### src/rtl/chan_scan_if.sv
// Channel-scan mux bus: packed channel inputs and controls in, one tagged registered sample out.
interface chan_scan_if #(
  parameter int N_CH  = 8,
  parameter int WIDTH = 1
);
  localparam int SEL_W = $clog2(N_CH);

  logic [N_CH*WIDTH-1:0] in_data;
  logic                  mode;
  logic [SEL_W-1:0]      sel;
  logic                  sel_load;
  logic                  hold;
  logic [WIDTH-1:0]      out_data;
  logic [SEL_W-1:0]      out_ch;
  logic                  out_valid;
  logic                  wrap;
  logic                  sel_err;

  modport master (
    output in_data, mode, sel, sel_load, hold,
    input  out_data, out_ch, out_valid, wrap, sel_err
  );

  modport slave (
    input  in_data, mode, sel, sel_load, hold,
    output out_data, out_ch, out_valid, wrap, sel_err
  );
endinterface

### src/rtl/chan_scan_mux.sv
// Registered N-channel mux with manual select and dwell-timed round-robin scan.
// Each lane masks its own data by a one-hot compare; lanes are OR-combined.
module chan_lane #(
  parameter int WIDTH = 1,
  parameter int SEL_W = 3,
  parameter int IDX   = 0
) (
  input  logic [SEL_W-1:0] cur_ch,
  input  logic [WIDTH-1:0] data,
  output logic [WIDTH-1:0] masked
);
  assign masked = (cur_ch == SEL_W'(IDX)) ? data : '0;
endmodule

module chan_scan_mux #(
  parameter int N_CH  = 8,
  parameter int WIDTH = 1,
  parameter int DWELL = 4
) (
  input logic       clk,
  input logic       rst_n,
  chan_scan_if.slave bus
);
  localparam int SEL_W = $clog2(N_CH);
  localparam int CNT_W = $clog2(DWELL + 1);
  localparam logic [CNT_W-1:0] CNT_LAST = CNT_W'(DWELL - 1);
  localparam logic [SEL_W-1:0] CH_LAST  = SEL_W'(N_CH - 1);
  localparam logic [SEL_W:0]   CH_LIMIT = (SEL_W + 1)'(N_CH);

  logic [N_CH-1:0][WIDTH-1:0] lane_data, lane_masked;
  logic [WIDTH-1:0]           sel_data;

  logic [SEL_W-1:0] cur_ch, ch_nxt;
  logic [CNT_W-1:0] dwell_cnt, cnt_nxt;
  logic             mode_q;
  logic             wrap_nxt, err_nxt, sel_ok;

  logic [WIDTH-1:0] out_data_q;
  logic [SEL_W-1:0] out_ch_q;
  logic             out_valid_q, wrap_q, sel_err_q;

  assign lane_data = bus.in_data;

  for (genvar k = 0; k < N_CH; k++) begin : g_lane
    chan_lane #(.WIDTH(WIDTH), .SEL_W(SEL_W), .IDX(k)) u_lane (
      .cur_ch (cur_ch),
      .data   (lane_data[k]),
      .masked (lane_masked[k])
    );
  end

  always_comb begin
    sel_data = '0;
    for (int k = 0; k < N_CH; k++) sel_data |= lane_masked[k];
  end

  // Extra MSB lets non-power-of-2 channel counts reject out-of-range selects.
  assign sel_ok = {1'b0, bus.sel} < CH_LIMIT;

  always_comb begin
    ch_nxt   = cur_ch;
    cnt_nxt  = dwell_cnt;
    wrap_nxt = 1'b0;
    err_nxt  = 1'b0;
    if (bus.sel_load) begin
      cnt_nxt = '0;
      if (sel_ok) ch_nxt = bus.sel;
      else        err_nxt = 1'b1;
    end else if (bus.mode && !mode_q) begin
      // Entering scan restarts the dwell so the current channel gets a full period.
      cnt_nxt = '0;
    end else if (bus.mode && !bus.hold) begin
      if (dwell_cnt == CNT_LAST) begin
        cnt_nxt = '0;
        if (cur_ch == CH_LAST) begin
          ch_nxt   = '0;
          wrap_nxt = 1'b1;
        end else begin
          ch_nxt = cur_ch + 1'b1;
        end
      end else begin
        cnt_nxt = dwell_cnt + 1'b1;
      end
    end
  end

  always_ff @(posedge clk) begin
    if (!rst_n) begin
      cur_ch      <= '0;
      dwell_cnt   <= '0;
      mode_q      <= 1'b0;
      out_data_q  <= '0;
      out_ch_q    <= '0;
      out_valid_q <= 1'b0;
      wrap_q      <= 1'b0;
      sel_err_q   <= 1'b0;
    end else begin
      cur_ch      <= ch_nxt;
      dwell_cnt   <= cnt_nxt;
      mode_q      <= bus.mode;
      out_data_q  <= sel_data;
      out_ch_q    <= cur_ch;
      out_valid_q <= 1'b1;
      wrap_q      <= wrap_nxt;
      sel_err_q   <= err_nxt;
    end
  end

  assign bus.out_data  = out_data_q;
  assign bus.out_ch    = out_ch_q;
  assign bus.out_valid = out_valid_q;
  assign bus.wrap      = wrap_q;
  assign bus.sel_err   = sel_err_q;
endmodule

### src/flat_wrapper.sv
// flat-port wrapper written by rule: the top's interface ports become plain ports
module chan_scan_mux_flat 
#(
  parameter int N_CH  = 8,
  parameter int WIDTH = 1,
  parameter int DWELL = 4
)
  (clk, rst_n, bus_in_data, bus_mode, bus_sel, bus_sel_load, bus_hold, bus_out_data, bus_out_ch, bus_out_valid, bus_wrap, bus_sel_err);
  chan_scan_if #(.N_CH(N_CH), .WIDTH(WIDTH)) bus_i ();
  input logic clk;
  input logic rst_n;
  input wire logic [$bits(bus_i.in_data)-1:0] bus_in_data;
  input wire logic [$bits(bus_i.mode)-1:0] bus_mode;
  input wire logic [$bits(bus_i.sel)-1:0] bus_sel;
  input wire logic [$bits(bus_i.sel_load)-1:0] bus_sel_load;
  input wire logic [$bits(bus_i.hold)-1:0] bus_hold;
  output wire logic [$bits(bus_i.out_data)-1:0] bus_out_data;
  output wire logic [$bits(bus_i.out_ch)-1:0] bus_out_ch;
  output wire logic [$bits(bus_i.out_valid)-1:0] bus_out_valid;
  output wire logic [$bits(bus_i.wrap)-1:0] bus_wrap;
  output wire logic [$bits(bus_i.sel_err)-1:0] bus_sel_err;
  assign bus_i.in_data = bus_in_data;
  assign bus_i.mode = bus_mode;
  assign bus_i.sel = bus_sel;
  assign bus_i.sel_load = bus_sel_load;
  assign bus_i.hold = bus_hold;
  assign bus_out_data = bus_i.out_data;
  assign bus_out_ch = bus_i.out_ch;
  assign bus_out_valid = bus_i.out_valid;
  assign bus_wrap = bus_i.wrap;
  assign bus_sel_err = bus_i.sel_err;
  chan_scan_mux #(.N_CH(N_CH), .WIDTH(WIDTH), .DWELL(DWELL)) u_core (.clk(clk), .rst_n(rst_n), .bus(bus_i));
endmodule
### config.mk
export PLATFORM = sky130hd
export DESIGN_NAME = chan_scan_mux_flat
export DESIGN_NICKNAME = d
export VERILOG_FILES = /design/src/rtl/chan_scan_if.sv /design/src/rtl/chan_scan_mux.sv /design/src/flat_wrapper.sv
export SDC_FILE = /design/constraint.sdc
export NUM_CORES = 1
export LEC_CHECK = 0
export BUFFER_PORTS_ARGS = -buffer_cell sky130_fd_sc_hd__buf_4
export CAP_MARGIN = 20
export CORE_AREA = 3 3 42 44
export CTS_CLUSTER_SIZE = 40
export DETAILED_ROUTE_END_ITERATION = 8
export DIE_AREA = 0 0 45 47
export PLACE_DENSITY_LB_ADDON = 0.05
export SYNTH_ARGS = -nofsm -noshare
export SYNTH_HDL_FRONTEND = slang
export SYNTH_SLANG_ARGS = --single-unit
export TNS_END_PERCENT = 100
### constraint.sdc
create_clock -name clk -period 2.55 [get_ports clk]
set_input_delay 0.1275 -clock clk [delete_from_list [all_inputs] [get_ports clk]]
set_output_delay 0.1275 -clock clk [all_outputs]
set_load 0.02 [all_outputs]
Word-level counts from Yosys, hierarchy flattened
Index checks and enable logic that the tools add are counted.

Register bits after elaboration: 13. Input port bits: 16. Word-level logic and storage cells: 54.

Add/sub/neg operators: 2. Equal/unequal tests: 9. Multiplexer cells: 16. Bitwise gates (word level): 10. Reductions and logical operators: 10.

Operator list (number): $mux W3 (6); $eq A3 B3 Y1 const B (4); $mux W1 (10); $eq A3 B2 Y1 const B (3); $or A1 B1 Y1 (7); $add A3 B1 Y3 const B (2); $reduce_or A5 Y1 (1); $reduce_bool A2 Y1 (2); $eq A3 B1 Y1 const B (1); $logic_not A3 Y1 (1); $not A1 Y1 (3); $reduce_and A3 Y1 (1); $reduce_or A3 Y1 (1); $logic_and A1 B1 Y1 (2); $logic_not A1 Y1 (2); $ne A2 B2 Y1 const B (1).

Logic depth before layout (Yosys ltp)
Gate-level depths: netlist of run 1.

Depth in word-level cells: 9. Mapped depth: 5. Mapped depth without buffers: 5.

Cells and area by module
A second synthesis of run 1 with hierarchy kept.

Cell total of the unflattened synthesis: 61. Area total of the unflattened synthesis: 648.1 um2.

By module, submodules not included: chan_scan_mux (times used 1, cells each 53, area each 556.8 um2, sequential area each 260.2 um2); chan_lane at u_core.g_lane[1].u_lane ... (times used 3, cells each 1, area each 12.5 um2, sequential area each 0.0 um2); chan_lane at u_core.g_lane[3].u_lane ... (times used 3, cells each 1, area each 10.0 um2, sequential area each 0.0 um2); chan_lane at u_core.g_lane[0].u_lane (times used 1, cells each 1, area each 15.0 um2, sequential area each 0.0 um2); chan_lane at u_core.g_lane[7].u_lane (times used 1, cells each 1, area each 8.8 um2, sequential area each 0.0 um2).

Worst setup path after synthesis of run 1
Ideal clock, no wire load.

Kind: reg2reg. Start point: register u_core.cur_ch[0]. End point: register u_core.cur_ch[1]. Library setup time: 58 ps. Data arrival time: 1325 ps. Data required time: 2492 ps. Path slack: 1166 ps. Cell stages (with the launch flop): 6. Path buffers: 0. Period minus slack after synthesis: 1384 ps. Cell sequence: dfxtp_1 ha_1 ha_1 or3b_1 a21oi_1 mux2_1.

Longest elaborated chain between the ends: 6.

Ends and longest elaborated chain: from (decl) (line chan_scan_mux.sv:33) `logic [SEL_W-1:0] cur_ch, ch_nxt;`; from (signal assigned) (line chan_scan_mux.sv:98) `cur_ch <= ch_nxt;`; $add A3 B1 Y3 or $eq A3 B3 Y1 (tied branches) (line chan_scan_mux.sv:79, chan_scan_mux.sv:75); $mux W3 (*) (line chan_scan_mux.sv:75) `if (cur_ch == CH_LAST) begin`; $mux W3 (*) (line chan_scan_mux.sv:73) `if (dwell_cnt == CNT_LAST) begin`; $mux W3 (*) (line chan_scan_mux.sv:72) `end else if (bus.mode && !bus.hold) begin`; $mux W3 (*) (line chan_scan_mux.sv:69) `end else if (bus.mode && !mode_q) begin`; $mux W3 (*) (line chan_scan_mux.sv:65) `if (bus.sel_load) begin`.

Mark *: on every way between the ends. The rest lies on a longest branch, timed or not. The select of a mux whose other input is x is not followed. A chain may end at the register's enable or synchronous reset.

Final worst setup path of run 1
Same ends and word-level chain as after synthesis.

==> flow_summary.json, run 1 <==
{
  "grt_max_degree": 9,
  "end_kind": "flip-flop",
  "syn_area_per_cell_um2": 9.687,
  "finalMaxSlewViolations": 0,
  "core_mm2": 0.001471,
  "cts_setup_buffers": 0,
  "yosys_register_bits": 13,
  "layout-drive-gt1-share_pct": 34.07,
  "synth-simple-area-share_pct": 17.22,
  "dp_cells": 102,
  "cp_num_buf_inv": 0,
  "ir_drop_uv": 309.2,
  "cts.repair.resized": 0,
  "track_usage_pct": 13.63,
  "power.switching_mw": 0.1024,
  "wl_mm": 1.230,
  "path_common_cell": "ha_1",
  "antenna_found_initial": 0,
  "p_int_mw": 0.3129,
  "dpl.hpwl_um": 969,
  "maxCapViolCount": 0,
  "synthAdderAreaFrac_pct": 13.70,
  "cp_data_required_time_ps": 2770,
  "die_area_mm2": 0.002115,
  "tns_ps": 0,
  "synth_seq_area_share_pct": 40.70,
  "synthDistinctLibCells": 26,
  "num_vias": 529,
  "yosys-mux-area-fraction_pct": 5.088,
  "fmax_ghz": 0.6759,
  "numPortBuffers": 21,
  "final_cells": 107,
  "worstPathCellList": "ha_1, ha_1, or3b_1, a21oi_1, mux2_1",
  "fp-row-count": 14,
  "die_w_um": 45,
  "power_frac_comb_pct": 17.7,
  "slowest_delay_ps": 380,
  "area_delta_synth_final_pct": 32.29,
  "start_kind": "flip-flop",
  "hold_violations": 0,
  "status": "finished clean",
  "ctsLongestPathBuffers": 2,
  "switching_share_pct": 24.65,
  "clkPwrFrac_pct": 29.9,
  "hp-start": "bus_mode",
  "htreeDepth": 1,
  "min_path_type": "in2reg",
  "cpMaxStageDelayCell": "or3b_1",
  "cts.sinks": 13,
  "synth_top_family_by_area": "compound AO/OA/AOI/OAI gates",
  "synth-xor-area-share_pct": 0,
  "initial_utilization_pct": 43.45,
  "die_h_um": 47,
  "rsz0062_at_grt": "no",
  "yosys_warnings": 0,
  "yosys-top-cells-area": "dfxtp_1 (41%), ha_1 (14%), a21oi_1 (4.7%)",
  "setup-violations-final": 0,
  "grt_pass1_wl_mm": 1.987,
  "diodes": 0,
  "drc_errors": 0,
  "cts_tree": "yes",
  "ant_nets": 0,
  "dr.pass1.iters": 2,
  "clock_latency_ps": 270,
  "io_pins": 23,
  "pwr_density_cell_mw_per_mm2": 491.0,
  "cellLeakagePower_nw": 0.3934,
  "fin_crit_ps": 1479,
  "cp.arrival_ps": 1700,
  "synth_top_area_share_pct": 40.70,
  "grt_overflow_total": 0,
  "synth-compound-area-share_pct": 17.42,
  "crit_type": "reg2reg",
  "cts_made_buffers": 3,
  "path_delay_family": "adder cells",
  "syn_inst": 66,
  "vias_per_cell": 4.944,
  "cp_max_fo": 4,
  "cts_root_buf": "clkbuf_4",
  "yosys.area.top_type": "dfxtp_1",
  "wire_per_inst_um": 11.50,
  "clk_pin_slew_ps": 70,
  "fin_crit_sh_pct": 58.02,
  "nets": 115,
  "syn_area_um2": 639.4,
  "startpoint": "u_core.cur_ch[0]",
  "finalClockSkew_ps": 0.4609,
  "seqPwrFrac_pct": 52.4,
  "finalWeightedCongestion": 0.6364,
  "ff2ff_setup_slack_ps": 1070,
  "grt_pass1_vias": 475,
  "drt_iter0_markers": 6,
  "rr_startpoint": "u_core.cur_ch[0]",
  "syn_nets": 89
}
[worst paths after layout]
check                                      endpoint  cells past startpoint
worst max-delay path               u_core.cur_ch[1]                      5
worst min-delay path                  u_core.mode_q                      2
worst max register to register     u_core.cur_ch[1]                      5
worst min register to register  u_core.dwell_cnt[1]                      2
[placed cells by master (no fill, tap or decap), drive strengths merged, types with 2 or more instances in the layout]
cell     n
nor2     4
dfxtp   13
inv      7
ha       7
nand2    6
mux2     2
or3      2
clkbuf   4
a22oi    3
a21oi    6
and2     2
buf     21
[state kept, by name, summed over array words and instances (netlist names)]
| name | count |
|---|---|
| u_core.bus.out_ch | 3 |
| u_core.cur_ch | 3 |
| u_core.dwell_cnt | 3 |
| u_core.bus.out_data | 1 |
| u_core.bus.out_valid | 1 |
| u_core.bus.wrap | 1 |
| u_core.mode_q | 1 |
[Yosys cell counts, drive strengths merged]
cell type	instances
a22oi	3
mux2i	1
ha	7
inv	7
conb	1
and2	2
a211o	1
nand2	6
o21ai	1
buf	1
nor2b	1
and2b	1
or3	2
or3b	1
a32o	1
nand3	1
nand3b	1
a211oi	1
a31oi	1
nand2b	1
dfxtp	13
mux2	2
a21oi	6
nor2	4
[final cells by class]
class / instances / area (um^2)
clock buffers: 4 / 26.28
fillers: 142 / 625.6
inverters: 7 / 26.28
multi-input cells: 45 / 345.3
flip-flops and latches: 13 / 260.3
well taps: 16 / 20.02
repair buffers: 22 / 167.7
[power groups by stage]
stage | logic, mW | registers [mW] | clock network [mW]
global route | 0.0829 | 0.219 | 0.137
CTS | 0.0745 | 0.218 | 0.129
detailed placement | 0.0729 | 0.223 | 0
finish | 0.0736 | 0.218 | 0.124
floorplan | 0.0344 | 0.228 | 0
global placement | 0.0729 | 0.222 | 0
[metrics by stage]
step           hold slack (ps)  setup slack, ps  power (mW)  cell area (um^2)  util, %
6_report                 88.20             1071      0.4153             845.8    57.48
5_1_grt                  91.39            950.5      0.4389             845.8    57.48
4_1_cts                  85.34             1051      0.4213             845.8    57.48
3_5_place_dp             274.2             1070      0.2954             809.5    55.02
3_3_place_gp             274.9             1113      0.2953             809.5    55.02
2_1_floorplan            155.2             1166      0.2621             639.4        -
[routing by layer]
metal  share of wire, %  vias up  track usage [%]
met2                 46       20            22.32
met3                9.3        5            3.448
met5                  0        -                0
met4                3.1        0            10.53
li1                   -      273                -
met1                 41      231            15.14
[timing repair]
| item | 4_1_cts | 5_1_grt |
|---|---|---|
| hold buffers | 1 | 0 |
| hold endpoints to repair | 1 | 0 |
| setup endpoints to repair | 0 | 0 |
[cells by family (layout without fill, tap and decap cells)]
family / count (synthesis) / count (layout)
and+or+nand+nor: 20 / 20
adders and majority gates: 7 / 7
DFF: 13 / 13
AOI/OAI and AO/OA: 14 / 14
muxes: 3 / 3
buffers and inverters: 8 / 33
other: 1 / 1
[worst reg2reg max path, cell delays in order, from the launching register on]
cell and delay, ps:
dfxtp_1 340, ha_1 220, ha_1 230, or3b_1 380, a21oi_1 130, mux2_1 130
No activity file was read; power rests on OpenSTA's default activity.
==> run 2: changes to the inputs <==
--- a/config.mk
+++ b/config.mk
@@ -7,10 +7,10 @@
 export LEC_CHECK = 0
 export BUFFER_PORTS_ARGS = -buffer_cell sky130_fd_sc_hd__buf_4
 export CAP_MARGIN = 20
-export CORE_AREA = 3 3 42 44
+export CORE_AREA = 3 3 44 46
 export CTS_CLUSTER_SIZE = 40
 export DETAILED_ROUTE_END_ITERATION = 8
-export DIE_AREA = 0 0 45 47
+export DIE_AREA = 0 0 47 49
 export PLACE_DENSITY_LB_ADDON = 0.05
 export SYNTH_ARGS = -nofsm -noshare
 export SYNTH_HDL_FRONTEND = slang
==> constraint.sdc (replaced) <==
create_clock -name clk -period 1.25 [get_ports clk]
set_input_delay 0.0625 -clock clk [delete_from_list [all_inputs] [get_ports clk]]
set_output_delay 0.0625 -clock clk [all_outputs]
set_load 0.02 [all_outputs]
==> run 2 against run 1 <==
- the run now ends with setup timing left
- sequential share of layout area is 4.6 points lower
- first-iteration DRC count down 83%
- register-to-register slack got worse by 1200 ps
- flip-flop and latch count did not move
- critical path depth stayed put
- largest cell class unchanged
- total power rose by 120%
- core utilization is 10 points higher
- setup slack got worse by 1200 ps
- cell count rose by 9.3%
- hold slack worse by 69 ps
==> flow_summary.json, run 2 (same netlist as run 1, synthesis figures left out) <==
{
  "vias_per_cell": 4.923,
  "finalMaxSlewViolations": 0,
  "power.switching_mw": 0.2477,
  "ff2ff_path_depth": 5,
  "die_w_um": 47,
  "cellLeakagePower_nw": 0.4499,
  "wire_per_inst_um": 12.67,
  "cts_root_buf": "clkbuf_4",
  "stdcell_area_mm2": 0.001044,
  "holdPathStages": 2,
  "fp-row-count": 14,
  "power_frac_comb_pct": 21.9,
  "die_h_um": 49,
  "num_vias": 576,
  "grt_pass1_wl_mm": 2.401,
  "finalClockSkew_ps": 4.989,
  "cp_data_required_time_ps": 1470,
  "hold_ws_ps": 19.32,
  "die_area_mm2": 0.002303,
  "maxCapViolCount": 0,
  "crit_type": "reg2reg",
  "pwr_density_cell_mw_per_mm2": 878.6,
  "clkPwrFrac_pct": 29.3,
  "p_int_mw": 0.6692,
  "ant_nets": 0,
  "path_common_cell": "ha_4",
  "drt_iter0_markers": 1,
  "cts.sinks": 13,
  "grt_pass1_vias": 559,
  "wl_mm": 1.482,
  "finalWeightedCongestion": 0.7160,
  "initial_utilization_pct": 41.48,
  "grt_overflow_total": 0,
  "clock_latency_ps": 280,
  "seqPwrFrac_pct": 48.7,
  "grt_max_degree": 9,
  "cpMaxStageDelayCell": "dfxtp_4",
  "worst_slack_ps": -148.0,
  "layout_common_cells": "buf_4 (29), dfxtp_1 (9), nand2_1 (6)",
  "ctsLongestPathBuffers": 2,
  "htreeDepth": 1,
  "cts_made_buffers": 3,
  "fmax_ghz": 0.7153,
  "fin_crit_sh_pct": 111.8,
  "drt-met1-wl_um": 669,
  "placed_area_um2": 894.6,
  "io_pins": 23,
  "worstPathCellList": "ha_4, ha_4, or3b_4, a21oi_2, mux2_4",
  "status": "complete, but fails checks",
  "violations": "setup timing",
  "antenna_found_initial": 0,
  "end_kind": "flip-flop",
  "dr.pass1.iters": 2,
  "core_mm2": 0.001541,
  "wl_met3_um": 107,
  "fin_util_pct": 67.69,
  "setup-violations-final": 3,
  "drc_errors": 0,
  "seq_area_um2": 272.8,
  "top_layer_used": "met4",
  "fin_crit_ps": 1398,
  "cp_max_fo": 4,
  "nets": 125,
  "track_usage_pct": 14.11,
  "diodes": 0,
  "layout-drive-gt1-share_pct": 62.38,
  "start_kind": "flip-flop",
  "clk_pin_slew_ps": 80,
  "cts_tree": "yes",
  "ff2ff_setup_slack_ps": -150,
  "cp.arrival_ps": 1620,
  "numPortBuffers": 21,
  "multiInputGateArea_um2": 447.9,
  "fillers": 132,
  "switching_share_pct": 27.01,
  "ir_drop_uv": 705.8,
  "rsz0062_at_grt": "yes",
  "hold_violations": 0,
  "min_path_type": "in2reg",
  "tns_ps": -268.6,
  "wl_met2_um": 685,
  "slowest_delay_ps": 380,
  "dpl.hpwl_mm": 1.060,
  "area_delta_synth_final_pct": 63.21,
  "layout_commonest_cell": "buf_4"
}
## run 2: layout make-up
class | instances | share of cell area, %
Multi-Input combinational cell | 45 | 42.93
Sequential cell | 13 | 26.14
Timing Repair Buffer | 32 | 23.98
Clock buffer | 4 | 2.518
Inverter | 7 | 2.518
Tap cell | 16 | 1.918
## run 2: power by group through the flow
stage,clock network (mW),registers [mW],logic (mW)
global route,0.302,0.450,0.218
finish,0.269,0.447,0.201
global placement,0,0.458,0.168
floorplan,0,0.469,0.0765
CTS,0.276,0.448,0.176
detailed placement,0,0.458,0.169
## run 2: final timing paths
| check | start | endpoint |
|---|---|---|
| worst min-delay path | bus_mode | u_core.mode_q |
| worst max register to register | u_core.cur_ch[0] | u_core.cur_ch[1] |
| worst min register to register | u_core.dwell_cnt[2] | u_core.dwell_cnt[2] |
| worst max-delay path | u_core.cur_ch[0] | u_core.cur_ch[1] |
## run 2: worst max-delay path, delay by kind of cell (launching register included)
kind	cells	cell delay, ps
adders and majority gates	2	330
AOI/OAI and AO/OA	1	130
muxes	1	140
and+or+nand+nor	1	360
DFF	1	380
## run 2: per-layer routing
layer | global-route usage (%) | vias to the layer above
li1 | - | 296
met1 | 19.03 | 257
met2 | 20.14 | 19
met3 | 5.166 | 4
met4 | 5.069 | 0
met5 | 0 | -
## run 2: stage by stage
stage / power [mW] / worst slack [ps] / cells
2_1_floorplan: 0.5459 / -46.22 / 66
3_3_place_gp: 0.6266 / -78.94 / 108
3_5_place_dp: 0.6277 / -115.0 / 108
4_1_cts: 0.9007 / -114.9 / 115
5_1_grt: 0.9700 / -186.7 / 117
6_report: 0.9168 / -148.0 / 117
## run 2: repair_timing
item                                    4_1_cts  5_1_grt
hold endpoints to repair                      1        0
resized for setup                             8       13
pin swaps                                     7        5
setup buffers                                 2        2
endpoints found under the setup margin        5        5
hold buffers                                  1        0
